[src/rtl/partition_mac_if.sv]
`default_nettype none
// ============================================================================
// Module   : partition_mac_if
// Purpose  : Control, sample-stream, weight-load and result signals of the
//            partition multiply-accumulate stage.
// Revision : 1.0 - initial release
// ============================================================================
interface partition_mac_if #(
  parameter int PARTITION_WIDTH  = 3,
  parameter int PARTITION_HEIGHT = 3,
  parameter int DATA_WIDTH       = 8,
  parameter int WEIGHT_WIDTH     = 8,
  parameter int ACC_WIDTH        = 24
);
  localparam int c_N  = PARTITION_WIDTH * PARTITION_HEIGHT;
  localparam int c_AW = (c_N > 1) ? $clog2(c_N) : 1;

  logic                    start;
  logic                    relu_en;
  logic [DATA_WIDTH-1:0]   data_in;
  logic                    weight_we;
  logic [c_AW-1:0]         weight_addr;
  logic [WEIGHT_WIDTH-1:0] weight_data;
  logic                    busy;
  logic [ACC_WIDTH-1:0]    result_out;
  logic                    result_valid;

  modport master (
    output start, relu_en, data_in, weight_we, weight_addr, weight_data,
    input  busy, result_out, result_valid
  );

  modport slave (
    input  start, relu_en, data_in, weight_we, weight_addr, weight_data,
    output busy, result_out, result_valid
  );
endinterface
`default_nettype wire

[src/rtl/partition_mac.sv]
`default_nettype none
// ============================================================================
// Module   : partition_mac
// Purpose  : Multiplies one row-major window of memory samples by an internal
//            weight file and emits a signed, optionally ReLU-clipped sum.
// Revision : 1.0 - initial release
// ============================================================================
module partition_mac #(
  parameter int PARTITION_WIDTH  = 3,
  parameter int PARTITION_HEIGHT = 3,
  parameter int DATA_WIDTH       = 8,
  parameter int WEIGHT_WIDTH     = 8,
  parameter int ACC_WIDTH        = 24,
  parameter int READ_LATENCY     = 1
) (
  input  logic           clk,
  input  logic           rst,
  partition_mac_if.slave bus
);
  localparam int              c_N        = PARTITION_WIDTH * PARTITION_HEIGHT;
  localparam int              c_AW       = (c_N > 1) ? $clog2(c_N) : 1;
  localparam int              c_PW       = DATA_WIDTH + WEIGHT_WIDTH;
  localparam logic [c_AW-1:0] c_LAST     = c_AW'(c_N - 1);
  localparam logic [c_AW:0]   c_N_EXT    = (c_AW + 1)'(c_N);
  localparam logic [1:0]      c_LAT_INIT = 2'(READ_LATENCY - 1);

  if (READ_LATENCY < 1 || READ_LATENCY > 4) begin : g_bad_latency
    $error("partition_mac: READ_LATENCY must be in 1..4");
  end

  typedef enum logic [1:0] {
    S_IDLE  = 2'd0,
    S_WAIT  = 2'd1,
    S_ACCUM = 2'd2
  } state_t;

  state_t                         r_state;
  logic [1:0]                     r_lat_cnt;
  logic [c_AW-1:0]                r_idx;
  logic signed [DATA_WIDTH-1:0]   r_sample;
  logic signed [ACC_WIDTH-1:0]    r_acc;
  logic                           r_relu;
  logic                           r_busy;
  logic signed [ACC_WIDTH-1:0]    r_result;
  logic                           r_valid;
  logic signed [WEIGHT_WIDTH-1:0] r_weights [c_N];

  logic signed [c_PW-1:0]         w_prod;
  logic signed [ACC_WIDTH-1:0]    w_sum;
  logic                           w_wr_ok;

  // Each sample is registered first and multiplied on the following edge,
  // which is why the result lands one edge after the last sample.
  assign w_prod  = r_sample * r_weights[r_idx];
  assign w_sum   = r_acc + {{(ACC_WIDTH - c_PW){w_prod[c_PW-1]}}, w_prod};
  assign w_wr_ok = bus.weight_we && !r_busy && ({1'b0, bus.weight_addr} < c_N_EXT);

  always_ff @(posedge clk or posedge rst) begin
    if (rst) begin
      r_state   <= S_IDLE;
      r_lat_cnt <= '0;
      r_idx     <= '0;
      r_sample  <= '0;
      r_acc     <= '0;
      r_relu    <= 1'b0;
      r_busy    <= 1'b0;
      r_result  <= '0;
      r_valid   <= 1'b0;
      for (int i = 0; i < c_N; i++) begin
        r_weights[i] <= '0;
      end
    end else begin
      r_valid <= 1'b0;
      if (w_wr_ok) begin
        r_weights[bus.weight_addr] <= bus.weight_data;
      end
      case (r_state)
        S_IDLE: begin
          if (bus.start) begin
            r_state   <= S_WAIT;
            r_busy    <= 1'b1;
            r_acc     <= '0;
            r_relu    <= bus.relu_en;
            r_lat_cnt <= c_LAT_INIT;
          end
        end
        S_WAIT: begin
          if (r_lat_cnt == 2'd0) begin
            r_sample <= bus.data_in;
            r_idx    <= '0;
            r_state  <= S_ACCUM;
          end else begin
            r_lat_cnt <= r_lat_cnt - 2'd1;
          end
        end
        S_ACCUM: begin
          r_acc <= w_sum;
          if (r_idx == c_LAST) begin
            r_result <= (r_relu && w_sum[ACC_WIDTH-1]) ? '0 : w_sum;
            r_valid  <= 1'b1;
            r_busy   <= 1'b0;
            r_state  <= S_IDLE;
          end else begin
            r_sample <= bus.data_in;
            r_idx    <= r_idx + 1'b1;
          end
        end
        default: r_state <= S_IDLE;
      endcase
    end
  end

  assign bus.busy         = r_busy;
  assign bus.result_out   = r_result;
  assign bus.result_valid = r_valid;
endmodule
`default_nettype wire

[src/flat_wrapper.sv]
// flat-port wrapper written by rule: the top's interface ports become plain ports
module partition_mac_flat 
#(
  parameter int PARTITION_WIDTH  = 3,
  parameter int PARTITION_HEIGHT = 3,
  parameter int DATA_WIDTH       = 8,
  parameter int WEIGHT_WIDTH     = 8,
  parameter int ACC_WIDTH        = 24,
  parameter int READ_LATENCY     = 1
)
  (clk, rst, bus_start, bus_relu_en, bus_data_in, bus_weight_we, bus_weight_addr, bus_weight_data, bus_busy, bus_result_out, bus_result_valid);
  partition_mac_if #(.PARTITION_WIDTH(PARTITION_WIDTH), .PARTITION_HEIGHT(PARTITION_HEIGHT), .DATA_WIDTH(DATA_WIDTH), .WEIGHT_WIDTH(WEIGHT_WIDTH), .ACC_WIDTH(ACC_WIDTH)) bus_i ();
  input  logic clk;
  input  logic rst;
  input wire logic [$bits(bus_i.start)-1:0] bus_start;
  input wire logic [$bits(bus_i.relu_en)-1:0] bus_relu_en;
  input wire logic [$bits(bus_i.data_in)-1:0] bus_data_in;
  input wire logic [$bits(bus_i.weight_we)-1:0] bus_weight_we;
  input wire logic [$bits(bus_i.weight_addr)-1:0] bus_weight_addr;
  input wire logic [$bits(bus_i.weight_data)-1:0] bus_weight_data;
  output wire logic [$bits(bus_i.busy)-1:0] bus_busy;
  output wire logic [$bits(bus_i.result_out)-1:0] bus_result_out;
  output wire logic [$bits(bus_i.result_valid)-1:0] bus_result_valid;
  assign bus_i.start = bus_start;
  assign bus_i.relu_en = bus_relu_en;
  assign bus_i.data_in = bus_data_in;
  assign bus_i.weight_we = bus_weight_we;
  assign bus_i.weight_addr = bus_weight_addr;
  assign bus_i.weight_data = bus_weight_data;
  assign bus_busy = bus_i.busy;
  assign bus_result_out = bus_i.result_out;
  assign bus_result_valid = bus_i.result_valid;
  partition_mac #(.PARTITION_WIDTH(PARTITION_WIDTH), .PARTITION_HEIGHT(PARTITION_HEIGHT), .DATA_WIDTH(DATA_WIDTH), .WEIGHT_WIDTH(WEIGHT_WIDTH), .ACC_WIDTH(ACC_WIDTH), .READ_LATENCY(READ_LATENCY)) u_core (.clk(clk), .rst(rst), .bus(bus_i));
endmodule
[config.mk]
export PLATFORM = sky130hd
export DESIGN_NAME = partition_mac_flat
export DESIGN_NICKNAME = d
export VERILOG_FILES = /design/src/rtl/partition_mac_if.sv /design/src/rtl/partition_mac.sv /design/src/flat_wrapper.sv
export SDC_FILE = /design/constraint.sdc
export NUM_CORES = 1
export LEC_CHECK = 0
export CAP_MARGIN = 15
export CORE_ASPECT_RATIO = 1.25
export CORE_MARGIN = 10
export CORE_UTILIZATION = 50
export CTS_CLUSTER_DIAMETER = 40
export DETAILED_ROUTE_END_ITERATION = 8
export PLACE_DENSITY = 0.75
export SYNTH_ARGS = -nofsm -noshare
export SYNTH_HDL_FRONTEND = slang
export SYNTH_SLANG_ARGS = --single-unit
export TNS_END_PERCENT = 100
[constraint.sdc]
create_clock -name clk -period 11.6 [get_ports clk]
set_input_delay 3.48 -clock clk [delete_from_list [all_inputs] [get_ports clk]]
set_output_delay 3.48 -clock clk [all_outputs]
set_load 0.03 [all_outputs]
==> impl_metrics.csv <==
group,metric,value,unit
sta,slew_violations,0,
cells_and_area,regArea,0.00348,sq mm
route,wl_met2,10900,um
clock_tree,cts_setup_buffers,0,
route,vias,6710,
critical_path,worstSetupStartpoint,"u_core.r_idx[1]$_DFFE_PP0P_",
sta,post-route-min-period,9.06,ns
global_routing,grt.overflow.total,0,
placement,portBuffers,50,
critical_path,crit_required,11.88,ns
yosys,ys_seq_area_share,35.8,%
critical_path,rr_startpoint,"u_core.r_idx[1]$_DFFE_PP0P_",
yosys,synth-seq-cells,139,
worst_hold_path,hp-class,"register to register",
die,die-area,0.0255,sq mm
clock_tree,hold_buffers,0,
clock_tree,clk_latency,0.43,ns
sta,max_freq,0.110,GHz
yosys,async_reset_ff_share,100,%
run,max-cap-violations,0,
yosys,synth_nets,1037,
placement,dp_hpwl,15600,um
clock_tree,cts-root-buf,"clkbuf_16",
route,drtPass1Iterations,4,
clock_tree,cts_sinks,139,
yosys,netlist_instances,898,
critical_path,worst_ep_arrival_time,9.34,ns
yosys,ys_types,57,
sta,slew-limit-headroom,32.1,%
route,met3WireLength,589,um
route,routed_wl,20400,um
route,drc_errors,0,
yosys,synth_flop_cell,"dfrtp_1",
worst_hold_path,hold_path.startpoint,"u_core.bus.result_out[3]$_DFFE_PP0P_",
critical_path,crit_path_end_kind,"register",
route,ant_nets,0,
clock_tree,cts_max_level,4,
critical_path,slowest_delay,0.94,ns
sta,setup_viol,0,
route,vias_per_cell,5.61,
die,fp.dieH,176,um
critical_path,critPathLaunchType,"register",
route,wire_per_inst,17.1,um
clock_tree,ctsResizeCount,0,
yosys,synthTopCellsByCount,"139 x dfrtp_1, 103 x inv_1, 100 x nand2_1",
cells_and_area,multiInputGateArea,0.00575,sq mm
sta,rsz0062_at_grt,"no",
route,met1_length,8510,um
global_routing,grt_pass1_wl,33900,um
cells_and_area,nets,1091,
yosys,synth.cell_area,0.00972,sq mm
critical_path,worst_path_max_delay_cell,"dfrtp_1",
sta,worstMarginPinSlew,1.01,ns
yosys,synth.area.top_cells,"dfrtp_1 36%, fa_1 12%, mux2_2 9.6%",
cells_and_area,instances_no_fill,1197,
yosys,synth-edff-count,0,
global_routing,grt_max_degree,82,
die,die_w,145,um
placement,placedCellCount,1165,
clock_tree,cts_tree,"built",
die,io_pins,51,
global_routing,grt_usage,16.5,%
yosys,syn-mean-instance-area,10.8,sq um
cells_and_area,n_fill_cell,1596,
cells_and_area,drive_gt1_share,16.2,%
global_routing,first_global_vias,7007,
yosys,synth_top_area_share,35.8,%
sta,min_period_over_period,78.1,%
die,core-area,0.0189,sq mm
die,initial_core_util,51.4,%
cells_and_area,diodes,0,
placement,gp_congestion,0.914,
status,status,"completed",
clock_tree,cts_buffer_depth,2,
yosys,yosysMostFrequentCell,"dfrtp_1",
sta,skew,0.00992,ns
yosys,yosys.area.top_type,"dfrtp_1",
route,top_layer,"met4",
clock_tree,cts_made_buffers,17,
route,drt_iter0_drc,371,
global_routing,antenna_found_initial,0,
clock_tree,path_clk_slew,0.06,ns
sta,hold_violations,0,
cells_and_area,area_growth,13.6,%
sta,finalSetupTns,0,ns
yosys,ys_warn_count,0,
critical_path,critical_path_class,"register to register",
die,rows,56,
critical_path,cp_max_fo,23,
==> layout by cell type (no fill, tap or decap), types with 4 or more instances in the layout <==
cell type,netlist,layout
ha_1,58,58
mux2_2,83,83
fa_1,56,56
nand3_1,12,12
a21oi_1,29,29
o21ai_2,8,8
nor2b_1,7,7
mux2i_1,9,9
and2_1,46,46
inv_1,103,102
a31oi_1,4,4
o31ai_1,17,17
nand2_1,100,100
o21ai_1,4,4
clkbuf_16,0,17
a21o_1,11,11
a221oi_1,5,5
mux4_2,16,16
buf_4,0,4
o21a_1,4,4
o21ai_0,33,33
dfrtp_1,139,139
o211ai_1,4,4
clkdlybuf4s50_1,0,50
nor3_1,12,12
nand2b_1,5,5
a211oi_1,6,6
a22o_1,12,12
nor2_1,23,23
inv_6,0,4
xor2_1,10,10
xnor2_1,25,25
==> worst paths after layout <==
kind / endpoint / slack (ns) / depth (start not counted)
max: u_core.bus.result_out[6]$_DFFE_PP0P_ / 2.54 / 26
min: u_core.bus.result_out[3]$_DFFE_PP0P_ / 0.47 / 2
max reg2reg: u_core.bus.result_out[6]$_DFFE_PP0P_ / 2.54 / 26
min reg2reg: u_core.bus.result_out[3]$_DFFE_PP0P_ / 0.47 / 2
max in group asynchronous: u_core.r_idx[1]$_DFFE_PP0P_ / 6.69 / 3
min in group asynchronous: u_core.r_lat_cnt[1]$_DFFE_PP0P_ / 3.49 / 2
==> metal layers <==
layer	global-route usage [%]	vias to the layer above
met4	6.37	0
met1	19.1	3379
li1	-	3187
met5	0	-
met3	2.91	29
met2	29.4	115
==> state kept, by name, summed over array words and instances, names as in the netlist <==
name,cells
u_core.r_lat_cnt,2
u_core.r_state,2
u_core.r_weights,72
u_core.r_acc,24
u_core.r_idx,4
u_core.r_sample,8
u_core.bus.result_valid,1
u_core.r_relu,1
u_core.bus.result_out,24
u_core.bus.busy,1
==> logic make-up (layout without fill, tap and decap cells) <==
family / count (synthesis) / after routing / synth area share [%]
AOI/OAI and AO/OA: 158 / 158 / 11.4
xor gates and xnor gates: 36 / 36 / 3.41
adders and majority gates: 114 / 114 / 19.0
buffers and inverters: 123 / 190 / 5.06
DFF: 139 / 139 / 35.8
muxes: 109 / 109 / 14.5
and+or+nand+nor: 219 / 219 / 10.9
==> layout make-up <==
cell class / instances / share of cell area, %
inverters: 104 / 3.58
well taps: 232 / 2.63
repair buffers: 54 / 4.80
clock buffers: 19 / 3.92
multi-input cells: 636 / 52.1
clock inverters: 13 / 1.51
flip-flops and latches: 139 / 31.5
==> worst max-delay path: cells and delay by family, from the launching register on <==
| family | cells | cell delay, ns |
|---|---|---|
| AOI/OAI and AO/OA | 7 | 1.85 |
| xor gates and xnor gates | 1 | 0.63 |
| adders and majority gates | 6 | 2.89 |
| buffers and inverters | 4 | 0.20 |
| DFF | 1 | 0.94 |
| muxes | 3 | 1.27 |
| and+or+nand+nor | 5 | 1.09 |
==> per-stage QoR <==
step / instance area (sq um) / hold slack [ns] / utilization, % / setup WS [ns]
final: 11000 / 0.473 / 58.4 / 2.54
after global routing: 11000 / 0.502 / 58.4 / 2.02
after floorplan: 9720 / 0.452 / - / 3.76
after CTS: 11000 / 0.480 / 58.4 / 2.49
after global placement: 10400 / 0.460 / 55.2 / 2.57
after detailed placement: 10400 / 0.465 / 55.2 / 2.50
Power is left out: the tool's default activity adds up to more than one toggle a clock period on the data nets, which glitch-free logic cannot reach.
